--- config.mk ---
export PLATFORM = sky130hd
export DESIGN_NAME = hazard_control_unit
export DESIGN_NICKNAME = d
export VERILOG_FILES = /design/src/rtl/rv32i_pipe_pkg.sv /design/src/rtl/load_use_detect.sv /design/src/rtl/hazard_control_unit.sv
export SDC_FILE = /design/constraint.sdc
export NUM_CORES = 1
export LEC_CHECK = 0
export ABC_AREA = 1
export BUFFER_PORTS_ARGS = -buffer_cell sky130_fd_sc_hd__buf_2
export CAP_MARGIN = 10
export CORE_MARGIN = 1
export CORE_UTILIZATION = 55
export CTS_CLUSTER_SIZE = 12
export DETAILED_ROUTE_END_ITERATION = 8
export GPL_TIMING_DRIVEN = 1
export PLACE_DENSITY = 0.8
export SLEW_MARGIN = 20
export SYNTH_ARGS = -nofsm -noshare
export SYNTH_HDL_FRONTEND = slang
export SYNTH_SLANG_ARGS = --single-unit
--- constraint.sdc ---
create_clock -name clk -period 1.8 [get_ports clk]
set_input_delay 0 -clock clk [delete_from_list [all_inputs] [get_ports clk]]
set_output_delay 0 -clock clk [all_outputs]
set_load 0.01 [all_outputs]
--- src/rtl/rv32i_pipe_pkg.sv ---
// Shared pipeline definitions: register-address width, x0, and the hazard FSM states.
package rv32i_pipe_pkg;

    localparam int unsigned REG_ADDR_W = 5;
    localparam logic [REG_ADDR_W-1:0] REG_X0 = '0;

    // Width of the internal stall/flush down-counter (parameters are limited to 1..15).
    localparam int unsigned HCU_CNT_W = 4;

    typedef enum logic [1:0] {
        RUN        = 2'd0,
        LOAD_STALL = 2'd1,
        FLUSH      = 2'd2,
        MEM_WAIT   = 2'd3
    } hcu_state_e;

endpackage

--- src/rtl/load_use_detect.sv ---
// Combinational load-use comparator between the ID instruction's sources and the ID/EX load target.
module load_use_detect
    import rv32i_pipe_pkg::*;
(
    input  logic [REG_ADDR_W-1:0] ifid_rs1,
    input  logic [REG_ADDR_W-1:0] ifid_rs2,
    input  logic                  rs1_used,
    input  logic                  rs2_used,
    input  logic                  idex_mem_read,
    input  logic [REG_ADDR_W-1:0] idex_rd,
    output logic                  load_use_c
);

    logic rs1_hit;
    logic rs2_hit;

    assign rs1_hit    = rs1_used && (ifid_rs1 == idex_rd);
    assign rs2_hit    = rs2_used && (ifid_rs2 == idex_rd);
    // x0 is hardwired to zero, so a load targeting it never creates a dependency.
    assign load_use_c = idex_mem_read && (idex_rd != REG_X0) && (rs1_hit || rs2_hit);

endmodule

--- src/rtl/hazard_control_unit.sv ---
// Pipeline hazard controller: load-use stalls, mispredict flushes and data-memory freezes,
// with stall-cycle and flush-event performance counters.
module hazard_control_unit
    import rv32i_pipe_pkg::*;
#(
    parameter int unsigned LOAD_USE_STALLS = 1,
    parameter int unsigned FLUSH_CYCLES    = 1,
    parameter int unsigned CNT_W           = 32
) (
    input  logic                  clk,
    input  logic                  rst,
    input  logic [REG_ADDR_W-1:0] ifid_rs1,
    input  logic [REG_ADDR_W-1:0] ifid_rs2,
    input  logic                  rs1_used,
    input  logic                  rs2_used,
    input  logic                  idex_mem_read,
    input  logic [REG_ADDR_W-1:0] idex_rd,
    input  logic                  branch_mispredict,
    input  logic                  mem_busy,
    output logic                  pc_en,
    output logic                  ifid_en,
    output logic                  ifid_flush,
    output logic                  idex_en,
    output logic                  idex_bubble,
    output logic                  exmem_en,
    output logic [CNT_W-1:0]      stall_cycles,
    output logic [CNT_W-1:0]      flush_events
);

    localparam logic [HCU_CNT_W-1:0] LS_RELOAD = HCU_CNT_W'(LOAD_USE_STALLS - 1);
    localparam logic [HCU_CNT_W-1:0] FL_RELOAD = HCU_CNT_W'(FLUSH_CYCLES - 1);

    hcu_state_e           state_q, state_d;
    logic [HCU_CNT_W-1:0] cnt_q, cnt_d;
    logic [CNT_W-1:0]     stall_q, flush_q;
    logic                 flush_accept;
    logic                 luh;

    load_use_detect u_luh (
        .ifid_rs1      (ifid_rs1),
        .ifid_rs2      (ifid_rs2),
        .rs1_used      (rs1_used),
        .rs2_used      (rs2_used),
        .idex_mem_read (idex_mem_read),
        .idex_rd       (idex_rd),
        .load_use_c    (luh)
    );

    // Next-state and stage-control decode; priority is mem_busy > mispredict > load-use.
    always_comb begin
        state_d      = state_q;
        cnt_d        = cnt_q;
        flush_accept = 1'b0;
        pc_en        = 1'b1;
        ifid_en      = 1'b1;
        ifid_flush   = 1'b0;
        idex_en      = 1'b1;
        idex_bubble  = 1'b0;
        exmem_en     = 1'b1;

        if (mem_busy) begin
            pc_en    = 1'b0;
            ifid_en  = 1'b0;
            idex_en  = 1'b0;
            exmem_en = 1'b0;
            if (state_q == RUN) state_d = MEM_WAIT;
        end else if (branch_mispredict) begin
            ifid_flush   = 1'b1;
            idex_bubble  = 1'b1;
            flush_accept = 1'b1;
            if (FLUSH_CYCLES > 1) begin
                state_d = FLUSH;
                cnt_d   = FL_RELOAD;
            end else begin
                state_d = RUN;
            end
        end else begin
            unique case (state_q)
                FLUSH: begin
                    ifid_flush  = 1'b1;
                    idex_bubble = 1'b1;
                    cnt_d       = cnt_q - HCU_CNT_W'(1);
                    if (cnt_q <= HCU_CNT_W'(1)) state_d = RUN;
                end
                LOAD_STALL: begin
                    pc_en       = 1'b0;
                    ifid_en     = 1'b0;
                    idex_bubble = 1'b1;
                    cnt_d       = cnt_q - HCU_CNT_W'(1);
                    if (cnt_q <= HCU_CNT_W'(1)) state_d = RUN;
                end
                default: begin
                    state_d = RUN;
                    if (luh) begin
                        pc_en       = 1'b0;
                        ifid_en     = 1'b0;
                        idex_bubble = 1'b1;
                        if (LOAD_USE_STALLS > 1) begin
                            state_d = LOAD_STALL;
                            cnt_d   = LS_RELOAD;
                        end
                    end
                end
            endcase
        end

        // Hold every stage and inject NOPs while reset is asserted.
        if (!rst) begin
            pc_en       = 1'b0;
            ifid_en     = 1'b0;
            idex_en     = 1'b0;
            exmem_en    = 1'b0;
            ifid_flush  = 1'b1;
            idex_bubble = 1'b1;
        end
    end

    always_ff @(posedge clk or negedge rst) begin
        if (!rst) begin
            state_q <= RUN;
            cnt_q   <= '0;
            stall_q <= '0;
            flush_q <= '0;
        end else begin
            state_q <= state_d;
            cnt_q   <= cnt_d;
            if (!pc_en)       stall_q <= stall_q + CNT_W'(1);
            if (flush_accept) flush_q <= flush_q + CNT_W'(1);
        end
    end

    assign stall_cycles = stall_q;
    assign flush_events = flush_q;

endmodule
==> impl_metrics.py, run 1 <==
metrics = {
    "status": {
        "status": "finished clean",
    },
    "timing": {
        "relSlewSlack": 0.440,
        "slew_violations": 0,
        "timing.final.crit_share": 0.963,
        "fin_hold_ws_ns": 0.0149,
        "finalCriticalPeriod_ns": 1.73,
        "clock_skew_ns": 0.0103,
        "max_freq_mhz": 577,
        "hold_viol": 0,
        "setup_viol": 0,
        "worst_slew_pin_slew_ns": 0.840,
        "worst_slack_ns": 0.0661,
    },
    "placed_design": {
        "portBuffers": 91,
        "gp_congestion": 0.920,
        "hpwl_mm": 8.65,
        "post-place-ws_ns": 0.0450,
    },
    "floorplan": {
        "io_pins": 92,
        "die_height_um": 90.5,
        "start_util": 0.582,
        "num_rows": 31,
        "core_area_sq_um": 7410,
        "dieArea_sq_um": 8190,
        "die-width_um": 90.5,
    },
    "synthesis": {
        "synth-edff-count": 0,
        "ys_seq_area_frac": 0.372,
        "syn_avg_cell_area_sq_um": 6.48,
        "synth_area_leader_cell": "dfrtp_1",
        "yosysTopAreaCellShare": 0.372,
        "syn_nets": 689,
        "postSynth.asyncResetShare": 1.00,
        "synth_ff_type": "dfrtp_1",
        "yosys_warnings": 0,
        "ys_seq_elements": 64,
        "synth_cell_type_count": 22,
        "syn_inst": 665,
        "synth_top_cells_by_area": "dfrtp_1 37%, nand2_1 24%, nand3_1 6.7%",
        "netlist_area_sq_um": 4310,
    },
    "finish": {
        "fin_util": 0.705,
        "drive_above_1_share": 0.191,
        "synthToLayoutAreaGrowth_pct": 21.1,
        "fillers": 666,
        "final_nets": 793,
        "diodes": 0,
    },
    "power": {
        "leakagePower_uw": 0.00280,
        "vdd_ir_drop_max_uv": 606,
        "total_power_uw": 3990,
        "powerDensity_nw_per_um2": 764,
    },
    "global_routing": {
        "antenna_found_initial": 0,
        "grt_overflow": 0,
        "grt_pass1_vias": 4296,
        "gr-usage-met2": 0.463,
        "top_usage_layer": "met2",
        "grt_max_degree": 65,
        "grt_pass1_wl_mm": 19.8,
        "grt_use_met1": 0.411,
        "grtUsageTotal": 0.299,
        "use_met3": 0.0463,
    },
    "clock_network": {
        "cts_root_buf": "clkbuf_8",
        "htree_levels": 3,
        "cts.clk_slew.worst_paths_ns": 0.08,
        "cts_buffer_depth": 2,
        "cts_tree": "done",
        "cts_made_buffers": 9,
        "worst_skew_pair.late_latency_ns": 0.36,
        "cts.sinks": 64,
    },
    "detailed_routing": {
        "dr.first_iter.drc_count": 388,
        "first_pass_iters": 5,
        "num_vias": 4673,
        "antenna_left": 0,
        "drt_wl_total_mm": 11.9,
        "wl_per_cell_um": 13.7,
        "viasPerCell": 5.35,
        "route.detailed.drc": 0,
    },
    "critical_path": {
        "start_kind": "flop",
        "setup.worst_path.class": "flop to flop",
        "cp.required_ns": 2.04,
        "cp.arrival_ns": 1.98,
        "end_kind": "flop",
        "path_max_fanout": 4,
    },
    "run": {
        "cap_viol_max_count": 0,
    },
    "min_path": {
        "hold_class": "input port to flop",
    },
}
[cells in the mapped netlist, types with 3 or more instances]
cell and count:
nand2_1 279, nor2_1 73, inv_1 71, dfrtp_1 64, nand3_1 58, nor3_1 31
xor2_1 31, nand3b_1 13, nand4_1 8, clkbuf_1 6, xnor2_1 6, buf_2 4
inv_2 4, nand2_2 3, nor2_2 3
[per-stage QoR]
step / cell area (sq um) / setup TNS, ns / cells
2_1_floorplan: 4310 / 0 / 665
3_3_place_gp: 4930 / 0 / 855
3_5_place_dp: 4930 / 0 / 855
4_1_cts: 5160 / 0 / 872
5_1_grt: 5220 / -0.0288 / 873
6_report: 5220 / 0 / 873
[layout make-up]
class                           count  area [sq um]  area share
Tap cell                           99           124      0.0237
Timing Repair Buffer              106           571       0.109
Sequential cell                    64          1600       0.307
Multi-Input combinational cell    513          2420       0.464
Inverter                           75           282      0.0539
Clock inverter                      6          82.6      0.0158
Clock buffer                       10           138      0.0264
[flip-flops by register name, summed over array words and instances (netlist names)]
signal        flops
flush_events     32
stall_cycles     32
[routing by layer]
| metal | routed length (um) | vias up |
|---|---|---|
| met5 | 0 | - |
| met4 | 296 | 0 |
| met3 | 941 | 37 |
| met2 | 5410 | 227 |
| met1 | 5280 | 2143 |
| li1 | - | 2266 |
[power breakdown]
| part | switching (uW) | internal, uW | total, uW | leakage [uW] |
|---|---|---|---|---|
| Clock | 589 | 810 | 1400 | 0.000112 |
| Combinational | 529 | 306 | 835 | 0.00184 |
| Sequential | 185 | 1570 | 1750 | 0.000842 |
| Total | 1300 | 2680 | 3990 | 0.00280 |
[final timing paths]
path | from | end | slack, ns | cells past startpoint
setup reg to reg | flush_events[13] | flush_events[18] | 0.07 | 6
min in group asynchronous | rst | stall_cycles[10] | 0.43 | 3
hold reg to reg | flush_events[12] | flush_events[12] | 0.52 | 1
setup / recovery | flush_events[13] | flush_events[18] | 0.07 | 6
hold / removal | branch_mispredict | flush_events[23] | 0.01 | 4
max in group asynchronous | rst | stall_cycles[23] | 0.81 | 3
[cells in the final DEF, fill, tap and decap left out]
cell,instances
xnor2_1,6
bufinv_16,2
nand2_2,3
buf_4,14
nor2_1,66
ha_1,2
nand3_2,3
nand4_1,8
buf_2,91
nand3b_1,13
nor3_2,4
nand2_1,279
dlygate4sd3_1,1
nor3_4,2
nor3_1,27
nor2_4,3
o21ai_0,2
clkinvlp_4,1
inv_2,4
clkbuf_8,10
dfrtp_1,64
nor2_2,8
inv_1,71
clkinv_2,3
nand3_1,56
xor2_1,31
[logic make-up after synthesis]
group	after synthesis	synth area share
AOI/OAI and AO/OA	2	0.00232
xor gates and xnor gates	37	0.0752
DFF	64	0.372
and+or+nand+nor	472	0.465
buffers and inverters	88	0.0796
adders and majority gates	2	0.00581
[worst max-delay path: stages, from the launching register on]
cell and delay, ns:
dfrtp_1 0.44, inv_1 0.13, nor3_1 0.46, inv_1 0.12
nor2_2 0.23, nand2_1 0.11, xnor2_1 0.14
[repair_timing]
item | CTS | global route
setup buffers | 0 | 1
hold buffers | 1 | 0
endpoints found under the setup margin | 0 | 17
endpoints found under the hold margin | 64 | 0
gates resized for setup | 0 | 14
Power figures use the tool's default switching activity.
==> inputs of run 2 (changes only) <==
SETUP_SLACK_MARGIN = 0.5   (was unset)
==> run 2 against run 1 <==
Effect of this change:
- the flow now finishes with violations (design-rule violations, negative setup slack)
- worst hold slack improved by 0.11 ns
- via count rose by 38%
- sequential share of layout area fell by 7.1 points
- combinational power up 110%
- cell area grew 33%
- non-clock buffer count grew 100
- maximum frequency decreased by 15%
- sequential cell count unchanged
- global-route usage grew 9.0 points
- final cell count grew 12%
- clock-buffer cell count stayed put
- largest cell class unchanged
- largest power group unchanged
==> impl_metrics.py, run 2 (same netlist as run 1, synthesis figures left out) <==
metrics = {
    "detailed_routing": {
        "antenna_left": 0,
        "route.detailed.drc": 12,
        "num_vias": 6433,
        "first_pass_iters": 9,
        "viasPerCell": 6.60,
        "wl_per_cell_um": 23.1,
        "dr.first_iter.drc_count": 922,
        "drt_wl_total_mm": 22.5,
    },
    "floorplan": {
        "num_rows": 31,
        "die-width_um": 90.5,
        "io_pins": 92,
        "core_area_sq_um": 7410,
        "start_util": 0.582,
        "dieArea_sq_um": 8190,
        "die_height_um": 90.5,
    },
    "timing": {
        "slew_violations": 0,
        "setup_viol": 5,
        "rsz0062_at_grt": "true",
        "worst_slack_ns": -0.245,
        "timing.final.crit_share": 1.14,
        "max_freq_mhz": 489,
        "relSlewSlack": 0.421,
        "tns_ns": -0.530,
        "clock_skew_ns": 0.0105,
        "worst_slew_pin_slew_ns": 0.869,
        "finalCriticalPeriod_ns": 2.05,
        "hold_viol": 0,
    },
    "finish": {
        "final_cells": 974,
        "most-common-layout-cells": "227 x nand2_1, 92 x buf_4, 91 x buf_2, 52 x inv_1, 49 x nand3_1",
        "ff_latch_area_sq_um": 1640,
        "multi_input_area_sq_um": 3290,
        "diodes": 0,
        "final_nets": 894,
        "final_common_cell": "nand2_1",
        "fillers": 248,
        "synthToLayoutAreaGrowth_pct": 61.2,
        "drive_above_1_share": 0.480,
    },
    "placed_design": {
        "gp_congestion": 0.930,
        "portBuffers": 91,
        "hpwl_mm": 9.05,
        "dp_cells": 850,
    },
    "clock_network": {
        "cts.clk_slew.worst_paths_ns": 0.09,
        "cts.sinks": 64,
        "cts_made_buffers": 9,
        "htree_levels": 3,
        "cts_root_buf": "clkbuf_8",
        "cts_buffer_depth": 2,
        "worst_skew_pair.late_latency_ns": 0.37,
        "cts_tree": "done",
    },
    "min_path": {
        "hp-start": "mem_busy",
        "hold_depth": 5,
        "hold_class": "input port to flop",
    },
    "critical_path": {
        "start_kind": "flop",
        "setup.worst_path.class": "flop to flop",
        "cp.arrival_ns": 2.30,
        "reg2regPathDepth": 9,
        "startpoint": "stall_cycles[22]",
        "path_max_fanout": 4,
        "r2r-start": "stall_cycles[22]",
        "cp.required_ns": 2.06,
        "end_kind": "flop",
    },
    "status": {
        "violations": "design-rule violations, negative setup slack",
        "status": "finished, violations left",
    },
    "power": {
        "vdd_ir_drop_max_uv": 784,
        "powerDensity_nw_per_um2": 707,
        "leakagePower_uw": 0.00371,
    },
    "global_routing": {
        "grt_overflow": 0,
        "grt_pass1_wl_mm": 25.1,
        "antenna_found_initial": 0,
        "grt_pass1_vias": 5184,
        "grtUsageTotal": 0.389,
        "grt_max_degree": 65,
    },
    "run": {
        "cap_viol_max_count": 0,
    },
}
run 2: cell types whose count changed in the layout (fill, tap and decap cells not counted), moves of 19 or more:
cell,delta
nand2_4,+19
nand2_1,-52
nor2_4,+30
inv_1,-19
dfrtp_1,-27
nor2_1,-40
nor3_1,-23
nand2_2,+31
buf_4,+78
buf_6,+21
dfrtp_2,+27
run 2: critical path, stage by stage (launching register included):
cell     delay [ns]
dfrtp_1        0.50
nand2_1        0.15
nor3_1         0.26
nand2_1        0.13
nor2_1         0.23
nand2_1        0.09
nand2_1        0.11
nand2_1        0.16
nand2_1        0.23
nand2_1        0.09
run 2: layer usage:
layer	track usage	part of all wire	up-vias
li1	-	-	2475
met1	0.482	0.32	2885
met2	0.648	0.43	768
met3	0.0690	0.14	305
met4	0.200	0.11	0
met5	0	0	-
run 2: path summary, 6_finish.rpt:
check | end | slack (ns)
min in group asynchronous | flush_events[11] | 0.48
max in group asynchronous | flush_events[3] | 0.69
min reg2reg | flush_events[31] | 0.56
min | stall_cycles[21] | 0.13
max reg2reg | stall_cycles[28] | -0.25
max | stall_cycles[28] | -0.25
run 2: metrics by stage:
stage | hold WS, ns | power, uW | setup WS, ns | utilization | instance area (sq um)
finish | 0.128 | 4910 | -0.245 | 0.938 | 6950
global route | 0.123 | 5020 | -0.516 | 0.938 | 6950
CTS | 0.132 | 4350 | 0.255 | 0.850 | 6290
detailed placement | 0.320 | 2630 | -0.0275 | 0.677 | 5020
global placement | 0.317 | 2600 | 0.0742 | 0.677 | 5020
floorplan | -0.296 | 2290 | 0.163 | - | 4440
run 2: layout make-up:
class | instances | share of cell area
multi-input combinational | 514 | 0.473
sequential | 64 | 0.235
timing repair buffer | 206 | 0.203
inverter | 75 | 0.0416
clock buffer | 10 | 0.0184
tap | 99 | 0.0178
clock inverter | 6 | 0.00991
run 2: power by group:
group / internal, uW / switching, uW / total [uW]
Clock: 648 / 693 / 1340
Sequential: 1580 / 241 / 1820
Combinational: 752 / 996 / 1750
Total: 2980 / 1930 / 4910
run 2: repair_timing:
item | 4_1_cts | 5_1_grt
cloned | 0 | 1
setup buffers | 73 | 33
hold endpoints to repair | 64 | 0
setup endpoints to repair | 52 | 57
gates resized for setup | 139 | 109
pin swaps | 56 | 73
hold buffers | 1 | 0
